`src/rtl/addsub_pipe.sv`:
```
// Pipelined WIDTH-bit adder/subtracter: the carry chain is cut into STAGES
// registered segments, with a valid/ready stream handshake, flags and optional saturation.
module addsub_pipe #(
  parameter int WIDTH  = 32,
  parameter int STAGES = 4
) (
  input  logic             clk,
  input  logic             clrn,
  input  logic             in_valid,
  output logic             in_ready,
  input  logic [WIDTH-1:0] a,
  input  logic [WIDTH-1:0] b,
  input  logic             sub,
  input  logic             sat,
  output logic             out_valid,
  input  logic             out_ready,
  output logic [WIDTH-1:0] s,
  output logic             c,
  output logic             v,
  output logic             z,
  output logic             n
);

  localparam int SEG = WIDTH / STAGES;

  logic adv;
  assign adv      = !out_valid | out_ready;
  assign in_ready = adv;

  function automatic logic [SEG:0] seg_add(input logic [SEG-1:0] x, input logic [SEG-1:0] y,
                                           input logic inv, input logic cin);
    return {1'b0, x} + {1'b0, y ^ {SEG{inv}}} + {{SEG{1'b0}}, cin};
  endfunction

  // Operation as it enters the final segment.
  logic             li_vld, li_sub, li_sat, li_cy;
  logic [SEG-1:0]   li_a, li_b;
  logic [WIDTH-1:0] li_acc;

  generate
    if (STAGES == 1) begin : g_single
      assign li_vld = in_valid;
      assign li_a   = a;
      assign li_b   = b;
      assign li_sub = sub;
      assign li_sat = sat;
      assign li_cy  = sub;
      assign li_acc = '0;
    end else begin : g_pipe
      localparam int NR = STAGES - 1;

      // Operands are shifted down one segment per stage so the next segment is always in the low bits.
      logic             r_vld [NR];
      logic             r_sub [NR];
      logic             r_sat [NR];
      logic             r_cy  [NR];
      logic [WIDTH-1:0] r_a   [NR];
      logic [WIDTH-1:0] r_b   [NR];
      logic [WIDTH-1:0] r_acc [NR];

      logic             n_vld [NR];
      logic             n_sub [NR];
      logic             n_sat [NR];
      logic             n_cy  [NR];
      logic [WIDTH-1:0] n_a   [NR];
      logic [WIDTH-1:0] n_b   [NR];
      logic [WIDTH-1:0] n_acc [NR];

      logic             x_vld, x_sub, x_sat, x_cy;
      logic [WIDTH-1:0] x_a, x_b, x_acc;
      logic [SEG:0]     x_sum;

      always_comb begin
        x_vld = 1'b0;
        x_sub = 1'b0;
        x_sat = 1'b0;
        x_cy  = 1'b0;
        x_a   = '0;
        x_b   = '0;
        x_acc = '0;
        x_sum = '0;
        for (int k = 0; k < NR; k++) begin
          if (k == 0) begin
            x_vld = in_valid;
            x_a   = a;
            x_b   = b;
            x_sub = sub;
            x_sat = sat;
            x_cy  = sub;
            x_acc = '0;
          end else begin
            x_vld = r_vld[k-1];
            x_a   = r_a[k-1];
            x_b   = r_b[k-1];
            x_sub = r_sub[k-1];
            x_sat = r_sat[k-1];
            x_cy  = r_cy[k-1];
            x_acc = r_acc[k-1];
          end
          x_sum    = seg_add(x_a[SEG-1:0], x_b[SEG-1:0], x_sub, x_cy);
          n_vld[k] = x_vld;
          n_sub[k] = x_sub;
          n_sat[k] = x_sat;
          n_cy[k]  = x_sum[SEG];
          n_a[k]   = x_a >> SEG;
          n_b[k]   = x_b >> SEG;
          n_acc[k] = x_acc | (WIDTH'(x_sum[SEG-1:0]) << (k * SEG));
        end
      end

      always_ff @(posedge clk or negedge clrn) begin
        if (!clrn) begin
          for (int k = 0; k < NR; k++) begin
            r_vld[k] <= 1'b0;
            r_sub[k] <= 1'b0;
            r_sat[k] <= 1'b0;
            r_cy[k]  <= 1'b0;
            r_a[k]   <= '0;
            r_b[k]   <= '0;
            r_acc[k] <= '0;
          end
        end else if (adv) begin
          for (int k = 0; k < NR; k++) begin
            r_vld[k] <= n_vld[k];
            r_sub[k] <= n_sub[k];
            r_sat[k] <= n_sat[k];
            r_cy[k]  <= n_cy[k];
            r_a[k]   <= n_a[k];
            r_b[k]   <= n_b[k];
            r_acc[k] <= n_acc[k];
          end
        end
      end

      assign li_vld = r_vld[NR-1];
      assign li_a   = r_a[NR-1][SEG-1:0];
      assign li_b   = r_b[NR-1][SEG-1:0];
      assign li_sub = r_sub[NR-1];
      assign li_sat = r_sat[NR-1];
      assign li_cy  = r_cy[NR-1];
      assign li_acc = r_acc[NR-1];
    end
  endgenerate

  logic [SEG:0]     top;
  logic [WIDTH-1:0] raw, fin;
  logic             ovf;

  // Overflow is carry-in xor carry-out at the MSB; carry-in is recovered from a^b'^sum.
  always_comb begin
    top = seg_add(li_a, li_b, li_sub, li_cy);
    raw = li_acc | (WIDTH'(top[SEG-1:0]) << (WIDTH - SEG));
    ovf = li_a[SEG-1] ^ li_b[SEG-1] ^ li_sub ^ raw[WIDTH-1] ^ top[SEG];
    fin = raw;
    if (li_sat && ovf)
      fin = li_a[SEG-1] ? {1'b1, {(WIDTH-1){1'b0}}} : {1'b0, {(WIDTH-1){1'b1}}};
  end

  always_ff @(posedge clk or negedge clrn) begin
    if (!clrn) begin
      out_valid <= 1'b0;
      s         <= '0;
      c         <= 1'b0;
      v         <= 1'b0;
      z         <= 1'b0;
      n         <= 1'b0;
    end else if (adv) begin
      out_valid <= li_vld;
      s         <= fin;
      c         <= top[SEG];
      v         <= ovf;
      z         <= (fin == '0);
      n         <= fin[WIDTH-1];
    end
  end

endmodule

```
`config.mk`:
```
export PLATFORM = sky130hd
export DESIGN_NAME = addsub_pipe
export DESIGN_NICKNAME = d
export VERILOG_FILES = /design/src/rtl/addsub_pipe.sv
export SDC_FILE = /design/constraint.sdc
export NUM_CORES = 1
export LEC_CHECK = 0
export ABC_AREA = 0
export CORE_MARGIN = 2
export CORE_UTILIZATION = 60
export CTS_CLUSTER_DIAMETER = 120
export DETAILED_ROUTE_END_ITERATION = 6
export PLACE_DENSITY = 0.83
export SYNTH_ARGS = -nofsm -noshare
export SYNTH_HDL_FRONTEND = slang
export SYNTH_SLANG_ARGS = --single-unit
```
`constraint.sdc`:
```
create_clock -name clk -period 8.89 [get_ports clk]
set_input_delay 1.778 -clock clk [delete_from_list [all_inputs] [get_ports clk]]
set_output_delay 1.778 -clock clk [all_outputs]
set_load 0.01 [all_outputs]
```
Word level (Yosys, flattened, before mapping). Cells that the tools add are included.

Flip-flop bits (word level): 217. Input port bits: 70. Output and inout bits: 38. Word-level logic and storage cells: 52.

Add/subtract/negate cells: 8. Multiplexer cells: 2. Bitwise gates (word level): 12. Reductions and logical operators: 3.

Operator list (count): 32-bit 2-to-1 mux (2); 8-bit by 8-bit adder with 9-bit output (4); 9-bit by 1-bit adder with 9-bit output (4); 32-bit zero test (1); 32-bit by 24-bit OR with 32-bit output (1); 32-bit OR (1); 8-bit bitwise XOR (4); 8-bit by 16-bit OR with 16-bit output (1); 1-bit bitwise XOR (4); 1-bit logical AND (1); 1-bit zero test (1); 1-bit OR (1).

Depth between registers and ports, before layout. Gate-level depths: netlist (run 1).

Depth after elaboration: 9. Gate-level depth with buffers: 14. Mapped depth without buffers: 12.

Worst setup path before layout (run 1). No wires, ideal clock.

Path kind: input port to output port. Start point: input port out_ready. End point: output port in_ready. Arrival time: 2.709 ns. Data required time: 7.112 ns. Slack: 4.403 ns. Stages on the path: 5. Path buffers: 3. Cell sequence: nor2b_1 clkbuf_1 clkinv_1 clkbuf_1 clkbuf_1.

Cells in the longest elaborated chain, start to end: 1.

Ends and longest elaborated chain: from (decl) (line 16) `input logic out_ready,`; 1-bit OR (line 27) `assign adv = !out_valid | out_ready;`; to (decl) (line 10) `output logic in_ready,`.

No other way between the ends.

Worst setup path in the final report (run 1). Same ends and word-level chain as after synthesis.

==> summary.md, run 1 <==
| Metric | Value |
|---|---|
| Most frequent cells in the layout | 427 x nand2_1, 192 x dfrtp_1, 106 x clkdlybuf4s50_1 |
| Outcome | complete, no violations |
| Setup TNS | 0 ps |
| Hold depth | 1 |
| Arrival @ worst endpoint | 3600 ps |
| Hold buffers post-CTS | 0 |
| Share of cells above drive strength 1 | 0.0641 |
| DRT Wirelength | between 15,000 and 20,000 microns |
| GR Layer Usage met2 | 0.370 |
| Pleak | 5.31 nW |
| Pin count of the biggest net entering global routing | about 120 |
| Crit-path slowest cell | clkdlybuf4s50_1 |
| Worst reg2reg path depth | 12 |
| Site row count | 44 |
| RSZ-0062 raised after global routing | no |
| IO buf count | approximately 110 |
| Main synth FF type | dfrtp_1 |
| Root Driver | clkbuf_16 |
| Ys async rst share | 1.00 |
| Final GP Congestion | between 0.8 and 0.9 |
| Die Ht | about 130 microns |
| Inserted Clock Buffers | 17 |
| Starting Density | 0.617 |
| DR DRC count | 0 |
| Synth cell types | a little under 50 |
| Post-Syn Area | between 0.008 and 0.009 sq mm |
| Worst Path Max Fanout | 118 |
| Avg Cell Area, Syn | between 9 and 10 sq um |
| Post-route antenna net violation count | 0 |
| GRT met3 Usage | 0.0375 |
| Yosys top cell by area | dfrtp_1 |
| Fin Hold WS | roughly 450 ps |
| Synth Instances | 986 |
| Syn-to-layout area delta | 19.1% |
| Least-Margin Pin Slew | about 1200 ps |
| Vias | ~6.7k |
| WL/cell | between 10 and 15 microns |
| Maxcap violations | 0 |
| Die X-Extent | ~130 microns |
| CP Data Required Time | a little over 7000 ps |
| FF+latch area | between 0.004 and 0.005 sq mm |
| Synth warn | 0 |
| Top cell type's share of synthesized area | 0.534 |
| Hold/Removal Path Class | flip-flop to flip-flop |
| ANT cells | 0 |
| Most common cell after layout, fill and taps aside | nand2_1 |
| Final HPWL DP | ~11,000 microns |
| Worst setup EP type | output port |
| CTS tree | built |
| Initial drt markers | 459 |
| Final Slew Violations | 0 |
| Crit path from | out_ready |
| GR Util met1 | 0.341 |
| Drt pass-1 iters | 6 |
| Setup Buffers After CTS | 0 |
| Worst Hold Launch | li_vld |
| Crit path buf inv count | 3 |
| Worst setup SP type | primary input |
| GRT Util Overall | 0.236 |
| Crit-path cells | clkdlybuf4s50_1 -> nor2b_4 -> inv_6 -> clkdlybuf4s50_1 |
| Critical path's largest stage delay | 680 ps |
| Cell count along the critical path | 4 |
| Top post-synthesis cells by area | dfrtp_1 53%, nand2_1 18%, ha_1 3.9% |
| Fin crit period | approximately 5400 ps |
| Clock latency on the worst-skew pair | between 400 and 500 ps |
| Reg2reg start | li_sub |
| Resize count post-CTS | 0 |
| Max rail drop VDD | around 0.00034 V |
| CP top delay family | buffers and inverters |
| Total gr overflow | 0 |
| Peak Freq | between 150 and 200 MHz |
| Worst Clk Skew | around 11 ps |
| Fin crit share | 0.604 |
| Final Hold Fails | 0 |
| Register area share after synthesis | 0.534 |
| Mapped Nets | ~1.1k |
| Top Ports | approximately 110 |
| Fill count | ~1.0k |
| Grt peak-use layer | met2 |
| Clock sinks | approximately 190 |
| CORE AREA | approximately 0.015 sq mm |
| Yosys reg bits | ~190 |
| Antenna violations before repair | 0 |
| Final net count | approximately 1.2k |
| Final setup violation count | 0 |
| CTS H-tree lvls | 4 |
| Total die area | between 0.015 and 0.02 sq mm |
| Global-route wire length before repair | between 30,000 and 40,000 microns |
| Pwr Density | about 450 mW/mm^2 |
| Area occupied by multi-input gates | 0.00387 sq mm |
| Vias in the first global route | around 6.5k |
| Crit-path most repeated cell | clkdlybuf4s50_1 |
| Crit path kind | primary input to output port |
| Post-synth EDFFs | 0 |
| Clk buf depth | 2 |
| Vias per Instance | between 5 and 6 |
| Clock transition at path regs | 70 ps |
| Slew headroom | 0.202 |
==> stage by stage <==
| step | power [mW] | utilization | instances | instance area [sq um] | worst slack, ps |
|---|---|---|---|---|---|
| 2_1_floorplan | 3.45 | - | 986 | 9000 | 4400 |
| 3_3_place_gp | 3.92 | 0.693 | 1229 | 10100 | 3530 |
| 3_5_place_dp | 4.03 | 0.693 | 1229 | 10100 | 3500 |
| 4_1_cts | 4.86 | 0.735 | 1261 | 10700 | 3500 |
| 5_1_grt | 5.24 | 0.735 | 1261 | 10700 | 3410 |
| 6_report | 4.83 | 0.735 | 1261 | 10700 | 3520 |
==> kinds of logic (layout without fill, tap and decap cells) <==
family	after synthesis	count (layout)	synth area share
mux	2	2	0.00250
flops	192	192	0.534
fa+ha+maj	35	35	0.0545
xor+xnor	56	56	0.0570
compound gates	112	112	0.0925
simple gates	513	513	0.223
buf+inv	76	167	0.0370
==> synth_stat cells (3+ instances only) <==
cell type,count
nand2_1,427
xnor2_1,16
xor2_1,38
nand2b_1,4
nor2b_1,5
o21ai_1,3
inv_1,22
clkbuf_1,43
buf_1,3
ha_1,28
nor3_1,3
a31oi_2,19
o31ai_1,3
a31oi_1,8
nor4_1,5
a21o_1,10
dfrtp_1,192
fa_1,7
o21ai_0,18
nor2_1,58
buf_2,3
o21bai_1,3
a21oi_1,34
==> power breakdown <==
part / leakage, nW / internal (mW) / switching (mW)
Combinational: 2.72 / 1.11 / 1.38
Clock: 0.300 / 0.461 / 0.323
Sequential: 2.29 / 1.29 / 0.271
Total: 5.31 / 2.86 / 1.98
==> cell type report <==
cell class | instances | share of cell area
multi-input combinational | 718 | 0.361
clock inverter | 11 | 0.0140
timing repair buffer | 112 | 0.104
tap | 184 | 0.0215
clock buffer | 21 | 0.0430
sequential | 192 | 0.448
inverter | 23 | 0.00852
==> path summary, 6_finish.rpt <==
path / endpoint / slack, ps
worst min register to register: out_valid / 450
min in group asynchronous: g_pipe.r_b[64] / 1460
worst max register to register: s[24] / 4960
worst max-delay path: in_ready / 3520
worst min-delay path: out_valid / 450
max in group asynchronous: li_acc[13] / 6030
==> sequential cells by signal, indices dropped and copies added, names as in the netlist, 8 cells and up <==
name / cells
s: 31
li_acc: 24
g_pipe.n_a: 16
g_pipe.n_b: 16
g_pipe.r_a: 16
g_pipe.r_b: 16
g_pipe.x_a: 16
g_pipe.x_acc: 16
g_pipe.x_b: 16
g_pipe.r_acc: 8
==> per-layer routing <==
metal	vias up	wire length [microns]
met5	-	0
met4	0	348
met3	25	731
met2	166	8170
met1	3188	8310
li1	3309	-
Power figures use the tool's default switching activity.
==> inputs of run 2 (changes only) <==
CORE_UTILIZATION = 51   (was 60)
PLACE_DENSITY = 0.75   (was 0.83)
clock period = 4.4 ns   (was 8.89 ns; I/O delays follow)
==> run 2 against run 1 <==
Net effect: power up 100%; combinational power up 100%; utilization down 11 points; largest cell class unchanged; non-clock buffer count up 3; clock power up 100%; global-route usage down 4.0 points; cell count up 3.5%; first-iteration DRC count down 32%; sequential cell count unchanged; critical path type is now flip-flop to flip-flop; routed wire length down 2.0%; die area up 17%.
==> summary.md, run 2 (synthesis gave the netlist of run 1 again) <==
| Metric | Value |
|---|---|
| Setup Buffers After CTS | 0 |
| Max reg flops | 31 |
| Outcome | complete, no violations |
| Clock network power share | 0.162 |
| Switch Pwr | about 3.9 mW |
| Clock transition at path regs | about 70 ps |
| Least-Margin Pin Slew | 1020 ps |
| Vias in the first global route | 6,134 |
| Worst setup SP type | flip-flop |
| Post-route antenna net violation count | 0 |
| Reg with most FFs | s |
| Total gr overflow | 0 |
| CTS tree | built |
| DRT Wirelength | 17,200 microns |
| Internal power | a little under 6 mW |
| WL/cell | around 13 microns |
| Fin crit period | between 3000 and 4000 ps |
| DR DRC count | 0 |
| CP Data Required Time | approximately 4700 ps |
| Hold/Removal Path Class | flip-flop to flip-flop |
| Site row count | 48 |
| Final net count | between 1k and 1.5k |
| Starting Density | 0.520 |
| Vias per Instance | roughly 5.0 |
| Antenna violations before repair | 0 |
| Final GP Congestion | 0.806 |
| Fin crit share | 0.769 |
| Crit path kind | flip-flop to flip-flop |
| Power Total | ~10 mW |
| Arrival @ worst endpoint | around 3700 ps |
| Vias | 6,500 |
| Hold buffers post-CTS | 0 |
| Peak Freq | 295 MHz |
| Pin count of the biggest net entering global routing | about 230 |
| Pwr Density | ~900 mW/mm^2 |
| Sw Ratio | 0.404 |
| Pleak | ~5.3 nW |
| FF+latch area | roughly 0.0048 sq mm |
| Worst setup EP type | flip-flop |
| Max rail drop VDD | ~0.00069 V |
| Most frequent cells in the layout | 427 x nand2_1, 192 x dfrtp_1, 106 x clkdlybuf4s50_1 |
| Root Driver | clkbuf_16 |
| Maxcap violations | 0 |
| Total die area | about 0.019 sq mm |
| Design Area, Final | 0.0108 sq mm |
| Fin Hold WS | ~460 ps |
| Setup TNS | 0 ps |
| CORE AREA | 0.0173 sq mm |
| Clock sinks | around 190 |
| Die Ht | between 100 and 150 microns |
| Syn-to-layout area delta | 20.0% |
| Final Slew Violations | 0 |
| GRT Util Overall | 0.197 |
| Worst Path Max Fanout | 28 |
| Die X-Extent | between 100 and 150 microns |
| Final Non-Filler Cells | between 1k and 1.5k |
| Resize count post-CTS | 0 |
| CTS H-tree lvls | 4 |
| Area occupied by multi-input gates | between 0.003 and 0.004 sq mm |
| ANT cells | 0 |
| Comb pwr share | 0.516 |
| IO buf count | approximately 110 |
| Inserted Clock Buffers | 17 |
| Global-route wire length before repair | 29,200 microns |
| Area post-placement | ~0.01 sq mm |
| Final HPWL DP | between 10,000 and 15,000 microns |
| Share of cells above drive strength 1 | 0.0667 |
| Worst Clk Skew | roughly 7.3 ps |
| Most common cell after layout, fill and taps aside | nand2_1 |
| Top Ports | about 110 |
| Placed cell count | ~1.3k |
| Initial drt markers | roughly 310 |
| Clk buf depth | 2 |
| Final setup violation count | 0 |
| Slew headroom | 0.319 |
| Final Hold Fails | 0 |
| RSZ-0062 raised after global routing | no |
| Clock latency on the worst-skew pair | between 400 and 500 ps |
| Drt pass-1 iters | 4 |
| Fill count | roughly 1.5k |
| Seq pwr share | 0.322 |
==> run 2: layer usage <==
| metal | share of wire | vias up | track usage |
|---|---|---|---|
| met1 | 0.49 | 3031 | 0.284 |
| met3 | 0.037 | 20 | 0.0367 |
| met5 | 0 | - | 0 |
| met4 | 0.013 | 0 | 0.0636 |
| li1 | - | 3320 | - |
| met2 | 0.46 | 129 | 0.303 |
==> run 2: power by group through the flow <==
stage	logic (mW)	registers [mW]	clock network, mW
final	5.02	3.13	1.57
after global routing	5.64	3.23	1.67
after CTS	5.06	3.13	1.61
after detailed placement	5.01	3.16	0
after global placement	4.87	3.13	0
after floorplan	3.92	3.06	0
==> run 2: worst max-delay path, stage by stage, from the launching register on <==
cell      delay, ps
dfrtp_1         530
xnor2_1         250
fa_1            220
inv_1            60
fa_1            400
nand3_1          90
nand2_1         100
a221oi_2        320
xnor3_2         350
xnor2_1         170
or3_1           310
buf_4           260
a31oi_2         220
==> run 2: path summary, 6_finish.rpt <==
path	startpoint	endpoint	slack [ps]	cells after the start
worst max-delay path	li_sub	s[20]	1020	12
worst min-delay path	li_vld	out_valid	460	1
worst min register to register	li_vld	out_valid	460	1
min in group asynchronous	clrn	g_pipe.r_b[64]	580	1
worst max register to register	li_sub	s[20]	1020	12
max in group asynchronous	clrn	g_pipe.r_acc[66]	2880	2
==> run 2: area by class of cell <==
class | count | area share
flip-flops and latches | 192 | 0.445
multi-input cells | 718 | 0.358
repair buffers | 115 | 0.106
clock buffers | 20 | 0.0414
well taps | 225 | 0.0261
clock inverters | 12 | 0.0145
inverters | 23 | 0.00846
==> run 2: metrics by stage <==
| step | setup WS [ps] | utilization |
|---|---|---|
| finish | 1020 | 0.624 |
| global route | 795 | 0.624 |
| CTS | 1010 | 0.624 |
| detailed placement | 918 | 0.589 |
| global placement | 1040 | 0.589 |
| floorplan | 1310 | - |
==> edit 1 (config.mk and constraints of run 2) <==
`STAGES`: 4 -> 16.
--- a/src/rtl/addsub_pipe.sv
+++ b/src/rtl/addsub_pipe.sv
@@ -2,7 +2,7 @@
 // registered segments, with a valid/ready stream handshake, flags and optional saturation.
 module addsub_pipe #(
   parameter int WIDTH  = 32,
-  parameter int STAGES = 4
+  parameter int STAGES = 16
 ) (
   input  logic             clk,
   input  logic             clrn,
Behaviour: no difference found for any inputs over 4 cycles, from zero or initial values; that may be too few to reach the edited logic, so the function may still have changed.
==> edit 1 against run 2 <==
Non-clock buffer count rose by 18. Via count rose to 3.2 times the old value. Sequential cell count rose by 624. First-iteration DRC count rose to 4.9 times the old value. Wire length rose to 3.1 times the old value. Total power rose to 2.7 times the old value. Sequential share of layout area rose by 13 points. Core utilization fell by 3.3 points. Synthesized area rose to 3.5 times the old value. Final area rose to 3.3 times the old value. Setup slack improved by 0.16 ns. Critical path type unchanged. Critical endpoint is now s[5]$_DFFE_PN0P_. Largest cell class unchanged. Largest power group is now sequential cells.
==> edit 1: results (changes against run 2) <==
total CTS buffers=83 (was 17); largest net degree at the start of global routing=263 (was 231); FILL cells=5146 (was 1454); Net count, final=3600 (was 1172); Worst Tran Pin Value=1.122 ns (was 1.022 ns); Syn Area/Cell=9.058 µm² (was 9.125 µm²); vias in the first global route=20380 (was 6134); met3 wire len=1.637 mm (was 632 µm); top post-synthesis cells by area=dfrtp_1 65%, nand2_1 28%, fa_1 2.0% (was dfrtp_1 53%, nand2_1 18%, ha_1 3.9%); first-pass GRT wire length=95.32 mm (was 29.21 mm); DRC marker count from the first detailed-route iteration=1526 (was 313); drt wl/cell=12.25 µm (was 13.19 µm); NetSw=8.695 mW (was 3.927 mW); Worst VDD drop=0.0003262 V (was 0.0006916 V); part of the cycle the worst path needs=73.25% (was 76.92%); Fin Hold WS=0.2819 ns (was 0.4593 ns); GPL Wtd Cong=0.7536 (was 0.8061); hpwl dp=30.59 mm (was 11.52 mm); fraction of layout cells with a size suffix above 1=4.829% (was 6.667%); reg2reg end=s[5]$_DFFE_PN0P_ (was s[20]$_DFFE_PN0P_); Clock Latency Late Sink=0.62 ns (was 0.43 ns); First-pass DRT Iterations=5 (was 4); routed wl met2=25.59 mm (was 7.967 mm); outcome=finished clean (unchanged); worst min path class=input pin to async pin (was flop to flop); Worst Path Max Fanout=32 (was 28); Worst setup endpoint=s[5]$_DFFE_PN0P_ (was s[20]$_DFFE_PN0P_); grt met2 use=28.63% (was 30.28%); most frequent cells after synthesis=2345 x nand2_1, 816 x dfrtp_1, 159 x clkbuf_1, 31 x fa_1, 31 x xor2_1 (was 427 x nand2_1, 192 x dfrtp_1, 58 x nor2_1, 43 x clkbuf_1, 38 x xor2_1); P_leak=19.33 nW (was 5.322 nW); share of total power in the clock network=26.0% (was 16.2%); Setup WS pre-CTS=1.054 ns (was 0.9177 ns); Inst Count DP=4196 (was 1273); wl on met1=24.98 mm (was 8.381 mm); gr usage total=17.64% (was 19.67%); critical path's largest stage delay=0.64 ns (was 0.53 ns); sequential share of the synthesized area=65.04% (was 53.40%); via count=20940 (was 6500); P_comb=6.79 mW (was 5.02 mW); CP delay by family, top=adder cells (was XOR/XNOR gates); path depth of the worst reg2reg path=7 (was 12); R2R Setup Slk=1.18 ns (was 1.02 ns); Worst Path Arrival=3.77 ns (was 3.72 ns); final clock skew=0.02554 ns (was 0.007348 ns); Distinct cells, synth=27 (was 49); Crit-path slowest cell=a21oi_4 (was dfrtp_1)
==> edit 1: cell count changes after synthesis, sizes merged, moves of 31 or more <==
cell,change
a21oi,-33
a221o,+31
clkbuf,+116
dfrtp,+624
nand2,+1918
nor2,-56
==> edit 1: final cells by class <==
cell class              instances  area [µm²]  share of cell area, %
flip-flops and latches        816       20420                  57.01
repair buffers                133        1446                  4.038
multi-input cells            2464       10260                  28.65
clock inverters                24       279.0                 0.7790
inverters                       1       11.26                0.03144
clock buffers                 124        2422                  6.763
well taps                     782       978.4                  2.732
==> edit 1: logic make-up (layout without fill, tap and decap cells) <==
logic type      Yosys count  in the layout  share of synthesized area (%)
simple gates           2360           2360                          28.33
flops                   816            816                          65.04
buf+inv                 186            282                          2.312
xor+xnor                 36             36                          1.116
compound gates           35             35                          1.156
fa+ha+maj                31             31                          1.977
mux                       2              2                        0.06775
